--- config.mk ---
export PLATFORM = sky130hd
export DESIGN_NAME = acl2_sample_poller_flat
export DESIGN_NICKNAME = d
export VERILOG_FILES = /design/src/rtl/acl2_pkg.sv /design/src/rtl/acl2_sample_poller_if.sv /design/src/rtl/sample_averager.sv /design/src/rtl/acl2_sample_poller.sv /design/src/flat_wrapper.sv
export SDC_FILE = /design/constraint.sdc
export NUM_CORES = 1
export LEC_CHECK = 0
export CORE_MARGIN = 1.5
export CORE_UTILIZATION = 55
export CTS_CLUSTER_DIAMETER = 120
export CTS_CLUSTER_SIZE = 24
export DETAILED_ROUTE_END_ITERATION = 10
export GPL_TIMING_DRIVEN = 0
export HOLD_SLACK_MARGIN = 0.12
export MAX_ROUTING_LAYER = met4
export PLACE_DENSITY = 0.7
export SLEW_MARGIN = 20
export SYNTH_ARGS = -nofsm -noshare
export SYNTH_HDL_FRONTEND = slang
export SYNTH_SLANG_ARGS = --single-unit
export TNS_END_PERCENT = 10
--- constraint.sdc ---
create_clock -name CLK -period 9.2 [get_ports CLK]
set_input_delay 1.84 -clock CLK [delete_from_list [all_inputs] [get_ports CLK]]
set_output_delay 1.84 -clock CLK [all_outputs]
set_load 0.05 [all_outputs]
--- src/rtl/acl2_pkg.sv ---
// Shared types and constants for the ADXL362 (Pmod ACL2) sample poller.
package acl2_pkg;

    typedef enum logic [2:0] {
        StSync,
        StWaitPeriod,
        StIssue,
        StWaitStart,
        StWaitDone,
        StDrain
    } state_e;

    localparam logic RwRead  = 1'b0;
    localparam logic RwWrite = 1'b1;

    localparam logic [7:0] OpRead  = 8'h0B;
    localparam logic [7:0] OpWrite = 8'h0A;

    localparam int unsigned SampleW = 8;

endpackage

--- src/rtl/acl2_sample_poller_if.sv ---
// Poller <-> spi_controller handshake: start pulse and direction out, CS and read data back.
interface acl2_sample_poller_if;
    import acl2_pkg::*;

    logic               SPI_CS;
    logic [SampleW-1:0] SPI_DATA;
    logic               SPI_READY;
    logic               SPI_RW;

    modport master (
        output SPI_READY,
        output SPI_RW,
        input  SPI_CS,
        input  SPI_DATA
    );

    modport slave (
        input  SPI_READY,
        input  SPI_RW,
        output SPI_CS,
        output SPI_DATA
    );

endinterface

--- src/rtl/sample_averager.sv ---
// Running mean of the last 2^AVG_LOG2 signed samples; AVG follows one cycle after the window update.
module sample_averager
    import acl2_pkg::*;
#(
    parameter int unsigned AVG_LOG2 = 2
) (
    input  logic               CLK,
    input  logic               RST_N,
    input  logic [SampleW-1:0] SAMPLE,
    input  logic               SAMPLE_VALID,
    output logic [SampleW-1:0] AVG,
    output logic               AVG_VALID
);

    localparam int unsigned Depth = 1 << AVG_LOG2;
    localparam int unsigned SumW  = SampleW + AVG_LOG2;
    localparam logic [AVG_LOG2:0] FillFull = (AVG_LOG2 + 1)'(Depth);

    logic [SampleW-1:0]     win_q [Depth];
    logic [AVG_LOG2-1:0]    ptr_q;
    logic [AVG_LOG2:0]      fill_q;
    logic signed [SumW-1:0] sum_q;
    logic signed [SumW-1:0] sum_d;
    logic signed [SumW-1:0] mean;
    logic [SampleW-1:0]     oldest;
    logic                   upd_q;
    logic [SampleW-1:0]     avg_q;
    logic                   avg_valid_q;

    // The sum carries AVG_LOG2 guard bits, so add-new/drop-oldest can never overflow.
    always_comb begin
        oldest = win_q[ptr_q];
        sum_d  = sum_q + {{AVG_LOG2{SAMPLE[SampleW-1]}}, SAMPLE}
                       - {{AVG_LOG2{oldest[SampleW-1]}}, oldest};
        mean   = sum_q >>> AVG_LOG2;
    end

    always_ff @(posedge CLK) begin
        if (!RST_N) begin
            for (int i = 0; i < int'(Depth); i++) begin
                win_q[i] <= '0;
            end
            ptr_q       <= '0;
            fill_q      <= '0;
            sum_q       <= '0;
            upd_q       <= 1'b0;
            avg_q       <= '0;
            avg_valid_q <= 1'b0;
        end else begin
            upd_q       <= SAMPLE_VALID;
            avg_valid_q <= 1'b0;
            if (SAMPLE_VALID) begin
                win_q[ptr_q] <= SAMPLE;
                ptr_q        <= ptr_q + AVG_LOG2'(1);
                sum_q        <= sum_d;
                if (fill_q != FillFull) begin
                    fill_q <= fill_q + (AVG_LOG2 + 1)'(1);
                end
            end
            if (upd_q) begin
                avg_q       <= mean[SampleW-1:0];
                avg_valid_q <= (fill_q == FillFull);
            end
        end
    end

    assign AVG       = avg_q;
    assign AVG_VALID = avg_valid_q;

endmodule

--- src/rtl/acl2_sample_poller.sv ---
// Periodically starts spi_controller reads, captures the returned byte and feeds the averager.
module acl2_sample_poller
    import acl2_pkg::*;
#(
    parameter int unsigned POLL_PERIOD = 1_000_000,
    parameter int unsigned AVG_LOG2    = 2,
    parameter int unsigned TIMEOUT     = 131_072
) (
    input  logic                      CLK,
    input  logic                      RST_N,
    input  logic                      ENABLE,
    acl2_sample_poller_if.master      spi,
    output logic [SampleW-1:0]        SAMPLE,
    output logic                      SAMPLE_VALID,
    output logic [SampleW-1:0]        AVG,
    output logic                      AVG_VALID,
    output logic                      TIMEOUT_ERR
);

    localparam int unsigned PeriodW = $clog2(POLL_PERIOD + 1);
    localparam int unsigned ToW     = $clog2(TIMEOUT + 1);
    localparam logic [PeriodW-1:0] PeriodLast = PeriodW'(POLL_PERIOD - 1);
    localparam logic [ToW-1:0]     ToLast     = ToW'(TIMEOUT - 1);

    state_e             state_q;
    logic               cs_q;
    logic [PeriodW-1:0] period_q;
    logic [ToW-1:0]     to_q;
    logic [SampleW-1:0] shadow_q;
    logic [SampleW-1:0] sample_q;
    logic               sample_valid_q;
    logic               ready_q;
    logic               err_q;

    logic cs_rise;
    logic timed_out;
    logic period_done;
    logic emit;

    always_comb begin
        cs_rise     = spi.SPI_CS && !cs_q;
        timed_out   = (to_q == ToLast);
        period_done = (period_q >= PeriodLast);
        emit        = (state_q == StWaitDone) && cs_rise && ENABLE;
    end

    always_ff @(posedge CLK) begin
        if (!RST_N) begin
            state_q        <= StSync;
            cs_q           <= 1'b0;
            period_q       <= '0;
            to_q           <= '0;
            shadow_q       <= '0;
            sample_q       <= '0;
            sample_valid_q <= 1'b0;
            ready_q        <= 1'b0;
            err_q          <= 1'b0;
        end else begin
            cs_q           <= spi.SPI_CS;
            ready_q        <= 1'b0;
            sample_valid_q <= 1'b0;
            if (period_q < PeriodLast) period_q <= period_q + PeriodW'(1);
            if (to_q < ToLast) to_q <= to_q + ToW'(1);
            if (!ENABLE) err_q <= 1'b0;
            // The controller zeroes its data as CS rises, so keep the last value seen with CS low.
            if ((state_q == StWaitStart || state_q == StWaitDone) && !spi.SPI_CS) begin
                shadow_q <= spi.SPI_DATA;
            end

            unique case (state_q)
                StSync: begin
                    // Saturate so the first poll after sync goes out straight away.
                    period_q <= PeriodLast;
                    if (spi.SPI_CS && cs_q && ENABLE) state_q <= StWaitPeriod;
                end
                StWaitPeriod: begin
                    if (!ENABLE) begin
                        state_q <= StSync;
                    end else if (period_done && spi.SPI_CS) begin
                        state_q <= StIssue;
                        ready_q <= 1'b1;
                    end
                end
                StIssue: begin
                    period_q <= PeriodW'(1);
                    to_q     <= ToW'(1);
                    state_q  <= StWaitStart;
                end
                StWaitStart: begin
                    if (!ENABLE) begin
                        state_q <= StDrain;
                    end else if (timed_out) begin
                        err_q   <= 1'b1;
                        state_q <= StSync;
                    end else if (!spi.SPI_CS) begin
                        state_q <= StWaitDone;
                    end
                end
                StWaitDone: begin
                    if (cs_rise) begin
                        state_q <= ENABLE ? StWaitPeriod : StSync;
                        if (emit) begin
                            sample_q       <= shadow_q;
                            sample_valid_q <= 1'b1;
                        end
                    end else if (!ENABLE) begin
                        state_q <= StDrain;
                    end else if (timed_out) begin
                        err_q   <= 1'b1;
                        state_q <= StSync;
                    end
                end
                StDrain: begin
                    if (cs_rise || timed_out) state_q <= StSync;
                end
                default: state_q <= StSync;
            endcase
        end
    end

    assign spi.SPI_READY = ready_q;
    assign spi.SPI_RW    = RwRead;
    assign SAMPLE        = sample_q;
    assign SAMPLE_VALID  = sample_valid_q;
    assign TIMEOUT_ERR   = err_q;

    // Fed from the pre-register sample so the window updates on the same edge as SAMPLE.
    sample_averager #(
        .AVG_LOG2(AVG_LOG2)
    ) u_averager (
        .CLK         (CLK),
        .RST_N       (RST_N),
        .SAMPLE      (shadow_q),
        .SAMPLE_VALID(emit),
        .AVG         (AVG),
        .AVG_VALID   (AVG_VALID)
    );

endmodule

--- src/flat_wrapper.sv ---
// flat-port wrapper written by rule: the top's interface ports become plain ports
module acl2_sample_poller_flat import acl2_pkg::*;
#(
    parameter int unsigned POLL_PERIOD = 1_000_000,
    parameter int unsigned AVG_LOG2    = 2,
    parameter int unsigned TIMEOUT     = 131_072
)
  (CLK, RST_N, ENABLE, SAMPLE, SAMPLE_VALID, AVG, AVG_VALID, TIMEOUT_ERR, spi_SPI_READY, spi_SPI_RW, spi_SPI_CS, spi_SPI_DATA);
  acl2_sample_poller_if spi_i ();
  input  logic CLK;
  input  logic RST_N;
  input  logic ENABLE;
  output logic [SampleW-1:0] SAMPLE;
  output logic SAMPLE_VALID;
  output logic [SampleW-1:0] AVG;
  output logic AVG_VALID;
  output logic TIMEOUT_ERR;
  output wire logic [$bits(spi_i.SPI_READY)-1:0] spi_SPI_READY;
  output wire logic [$bits(spi_i.SPI_RW)-1:0] spi_SPI_RW;
  input wire logic [$bits(spi_i.SPI_CS)-1:0] spi_SPI_CS;
  input wire logic [$bits(spi_i.SPI_DATA)-1:0] spi_SPI_DATA;
  assign spi_SPI_READY = spi_i.SPI_READY;
  assign spi_SPI_RW = spi_i.SPI_RW;
  assign spi_i.SPI_CS = spi_SPI_CS;
  assign spi_i.SPI_DATA = spi_SPI_DATA;
  acl2_sample_poller #(.POLL_PERIOD(POLL_PERIOD), .AVG_LOG2(AVG_LOG2), .TIMEOUT(TIMEOUT)) u_core (.CLK(CLK), .RST_N(RST_N), .ENABLE(ENABLE), .spi(spi_i), .SAMPLE(SAMPLE), .SAMPLE_VALID(SAMPLE_VALID), .AVG(AVG), .AVG_VALID(AVG_VALID), .TIMEOUT_ERR(TIMEOUT_ERR));
endmodule
==> parameters.txt <==
Parameter                              Value

Power and ir drop
  Cell Pwr Density    202.3 nW/um2
  Leakage power figure    ~0.0026 uW
  Worst ir drop on vdd    about 0.14 mV

Global route
  Total routing resource utilization after global routing    0.2621
  Largest net degree at the start of global routing    17
  Number of antenna violations at the first check in global routing    0
  Via count of the first global-routing pass    around 4500
  Gr ovfl total    0
  Global-route wire length before repair    22.15 mm

Setup path
  Arrival time of the worst setup path    about 4.3 ns
  Nature of the critical path startpoint    input port
  Crit path cell chain    clkdlybuf4s50_1 -> inv_2 -> nor2_1 -> inv_2 -> or3_2 -> buf_4 -> buf_2 -> o31ai_2
  Crit. End Element    flop
  Worst reg-to-reg setup slack    5.42 ns
  Slowest CP cell    sky130_fd_sc_hd__o31ai_2
  Biggest cell delay along the critical path    between 0.6 and 0.7 ns
  Crit path top cell by count    sky130_fd_sc_hd__inv_2
  Start-to-end type of the worst setup path    in -> reg
  Endpoint required time on the critical path    9.36 ns
  Largest fanout on the critical path    10

Floorplanning
  Die Wd    ~110 um
  Floorplan core area    10790 um2
  Number of core rows    38
  Die Area    11620 um2
  Effective utilization at floorplan    0.5597
  Die outline height    ~110 um
  I/O pins    33

Detailed routing
  Overall via count from detail_route    4593
  Remaining DRCs    0
  Detailed router's first-iteration violation count    186
  Routed wire per std cell    around 17 um
  Count of TritonRoute iterations in the first routing pass    5
  Total length of routed wires    about 14 mm
  Post-DR vias/cell    ~5.7
  ANT nets after route    0

Synth
  Post-synthesis cell area    roughly 6000 um2
  Register bit total from synthesis    120
  Net Count, Synth    between 600 and 700
  Most used flip-flop cell after synthesis    sky130_fd_sc_hd__dfxtp_1
  Sequential fraction of the synthesis area    0.4507
  Post-synthesis async set-or-reset flop share    0
  Mapped Avg Cell Area    slightly below 10 um2
  Cell count after synthesis    between 600 and 700
  Yosys warning total    0
  EDFF count, synth    32
  Unique masters post-synth    72

Layout
  Commonest non-fill, non-tap cell in the layout    sky130_fd_sc_hd__dfxtp_1
  Post-synthesis to final-layout area growth    17.21%
  Diodes inserted    0
  Commonest cells after routing, fill and taps aside    sky130_fd_sc_hd__dfxtp_1 (88), sky130_fd_sc_hd__nand2_1 (52), sky130_fd_sc_hd__nor2_1 (47)
  Fraction of final layout cells with drive strength greater than 1    0.08780
  Fin nets    between 600 and 700
  Area of all placed cells without fillers    just over 7000 um2
  Core Util, Final    0.6560

Clocking
  Number of hold buffers added after CTS    0
  Number of sinks on the clock net    120
  Maximum clock insertion buffer count    2
  H-Tree Depth    4
  Latest clock arrival within the worst-skew pair    ~0.53 ns
  Total CTS buffers    17
  Post CTS Setup Buffer Count    0
  PostCTS Resize Cnt    0
  Clock tree from TritonCTS    built
  Clock transition at path regs    around 0.060 ns
  Clock root cell    sky130_fd_sc_hd__clkbuf_8

Timing
  Relative max-transition margin    0.2688
  Total count of hold-check failures in the final report    0
  Setup TNS    0 ns
  Fin. max-slew vios    0
  Setup-failing EPs final    0
  Unrepaired setup endpoints after global routing    false
  Fraction of the cycle the final worst path needs    0.4478
  Highest Clock Rate    242.7 MHz
  Crit path time final    4.120 ns
  Clock skew after layout    0.006744 ns
  Smallest hold slack    approximately 0.45 ns
  Transition time at the pin with the least slew margin    1.085 ns

Placement
  Gp weighted congestion    just under 0.9
  DP HPWL    roughly 9.8 mm
  Port-buffer cells    29
  Cell area reported after detailed placement    between 6000 and 7000 um2

Job
  Count of maximum capacitance violations    0

Worst hold path
  Type of the tightest min-delay check    reg -> reg

Outcome
  Status    finished clean
## synth_stat cells (2+ instances only)
| master | count | share of area |
|---|---|---|
| sky130_fd_sc_hd__ha_1 | 15 | 0.031 |
| sky130_fd_sc_hd__o211ai_1 | 6 | 0.0075 |
| sky130_fd_sc_hd__or2_2 | 2 | 0.0021 |
| sky130_fd_sc_hd__o21a_1 | 2 | 0.0025 |
| sky130_fd_sc_hd__fa_1 | 9 | 0.030 |
| sky130_fd_sc_hd__dfxtp_1 | 88 | 0.29 |
| sky130_fd_sc_hd__xnor2_1 | 16 | 0.023 |
| sky130_fd_sc_hd__o311ai_1 | 2 | 0.0029 |
| sky130_fd_sc_hd__edfxtp_1 | 32 | 0.16 |
| sky130_fd_sc_hd__o21bai_1 | 2 | 0.0025 |
| sky130_fd_sc_hd__mux4_1 | 7 | 0.030 |
| sky130_fd_sc_hd__o21ai_1 | 6 | 0.0050 |
| sky130_fd_sc_hd__nand2_2 | 2 | 0.0021 |
| sky130_fd_sc_hd__buf_4 | 4 | 0.0050 |
| sky130_fd_sc_hd__clkbuf_1 | 20 | 0.012 |
| sky130_fd_sc_hd__and4_1 | 4 | 0.0058 |
| sky130_fd_sc_hd__a41o_1 | 3 | 0.0050 |
| sky130_fd_sc_hd__nor4_1 | 17 | 0.018 |
| sky130_fd_sc_hd__nor2b_1 | 21 | 0.022 |
| sky130_fd_sc_hd__buf_6 | 2 | 0.0037 |
| sky130_fd_sc_hd__a21oi_1 | 16 | 0.013 |
| sky130_fd_sc_hd__inv_2 | 3 | 0.0019 |
| sky130_fd_sc_hd__or3_1 | 3 | 0.0031 |
| sky130_fd_sc_hd__a31oi_1 | 4 | 0.0041 |
| sky130_fd_sc_hd__nand3_1 | 18 | 0.015 |
| sky130_fd_sc_hd__buf_2 | 4 | 0.0033 |
| sky130_fd_sc_hd__nand4_1 | 11 | 0.011 |
| sky130_fd_sc_hd__a21o_1 | 3 | 0.0037 |
| sky130_fd_sc_hd__o31ai_1 | 4 | 0.0050 |
| sky130_fd_sc_hd__a21boi_1 | 15 | 0.019 |
| sky130_fd_sc_hd__nand2_1 | 52 | 0.032 |
| sky130_fd_sc_hd__and3_1 | 21 | 0.022 |
| sky130_fd_sc_hd__nor2_1 | 47 | 0.029 |
| sky130_fd_sc_hd__and2_1 | 5 | 0.0052 |
| sky130_fd_sc_hd__a311oi_1 | 4 | 0.0058 |
| sky130_fd_sc_hd__xor2_1 | 23 | 0.033 |
| sky130_fd_sc_hd__nand3b_1 | 3 | 0.0037 |
| sky130_fd_sc_hd__o211a_1 | 2 | 0.0033 |
| sky130_fd_sc_hd__mux2i_1 | 20 | 0.033 |
| sky130_fd_sc_hd__nor3_1 | 7 | 0.0058 |
| sky130_fd_sc_hd__nand2b_1 | 3 | 0.0031 |
| sky130_fd_sc_hd__inv_1 | 43 | 0.027 |
| sky130_fd_sc_hd__o21ai_0 | 11 | 0.0091 |
## metrics by stage
stage / cells / worst slack [ns] / total power [uW]
after floorplan: 611 / 5.214 / 756.9
after global placement: 780 / 4.204 / 804.7
after detailed placement: 780 / 4.142 / 812.8
after CTS: 812 / 4.699 / 1441
after global routing: 812 / 4.893 / 1492
final: 812 / 5.080 / 1433
## per-layer routing
metal,global-route usage,share of wire,vias up
met3,0.06840,0.047,16
met1,0.3080,0.43,2198
met5,-,0,-
met2,0.4372,0.51,115
li1,-,-,2264
met4,0.09023,0.012,0
## registers in the layout, summed over array words and instances, names as in the netlist, named ones only
signal                       flops
u_core.SAMPLE                    8
u_core.SAMPLE_VALID              1
u_core.TIMEOUT_ERR               1
u_core.cs_q                      1
u_core.period_q                 20
u_core.shadow_q                  8
u_core.spi.SPI_READY             1
u_core.state_q                   3
u_core.to_q                     18
u_core.u_averager.AVG            8
u_core.u_averager.AVG_VALID      1
u_core.u_averager.fill_q         3
u_core.u_averager.ptr_q          2
u_core.u_averager.sum_q         10
u_core.u_averager.upd_q          1
u_core.u_averager.win_q         32
## layout make-up
| class | instances | area [um2] |
|---|---|---|
| Multi-Input combinational cell | 413 | 2980 |
| Tap cell | 140 | 175.2 |
| Buffer | 32 | 170.2 |
| Timing Repair Buffer | 29 | 290.3 |
| Fill cell | 863 | 3712 |
| Inverter | 46 | 172.7 |
| Sequential cell | 120 | 2723 |
| Clock buffer | 17 | 414.1 |
| Clock inverter | 15 | 155.1 |
## path summary, 6_finish.rpt
kind                     from                             to  depth (start not counted)
max                spi_SPI_CS  u_core.u_averager.win_q[0][0]                          8
min reg2reg  u_core.SAMPLE[7]               u_core.SAMPLE[7]                          2
max reg2reg              flop     u_core.u_averager.sum_q[9]                         11
min          u_core.SAMPLE[7]               u_core.SAMPLE[7]                          2
## cell families (layout without fill, tap and decap cells)
group	Yosys count	after routing	synth area share
flip-flops	120	120	0.4507
AND/OR/NAND/NOR	226	226	0.1966
adder cells (fa/ha/maj)	24	24	0.06089
XOR/XNOR	39	39	0.05654
AO/OA/AOI/OAI	95	95	0.1106
other	1	1	0.0006208
multiplexers	28	28	0.06732
buffers and inverters	78	139	0.05675
## where the power goes
part	switching, uW	internal, uW	leakage [uW]	total (uW)
Sequential	31.6	575	0.00104	606
Combinational	119	78.7	0.00135	198
Clock	244	384	0.000252	628
## worst max-delay path, delay by kind of cell
kind / cells / cell delay (ns)
compound gates: 1 / 0.64
buf+inv: 5 / 1.16
simple gates: 2 / 0.63
Note: power is estimated with default switching activity, not from simulation.
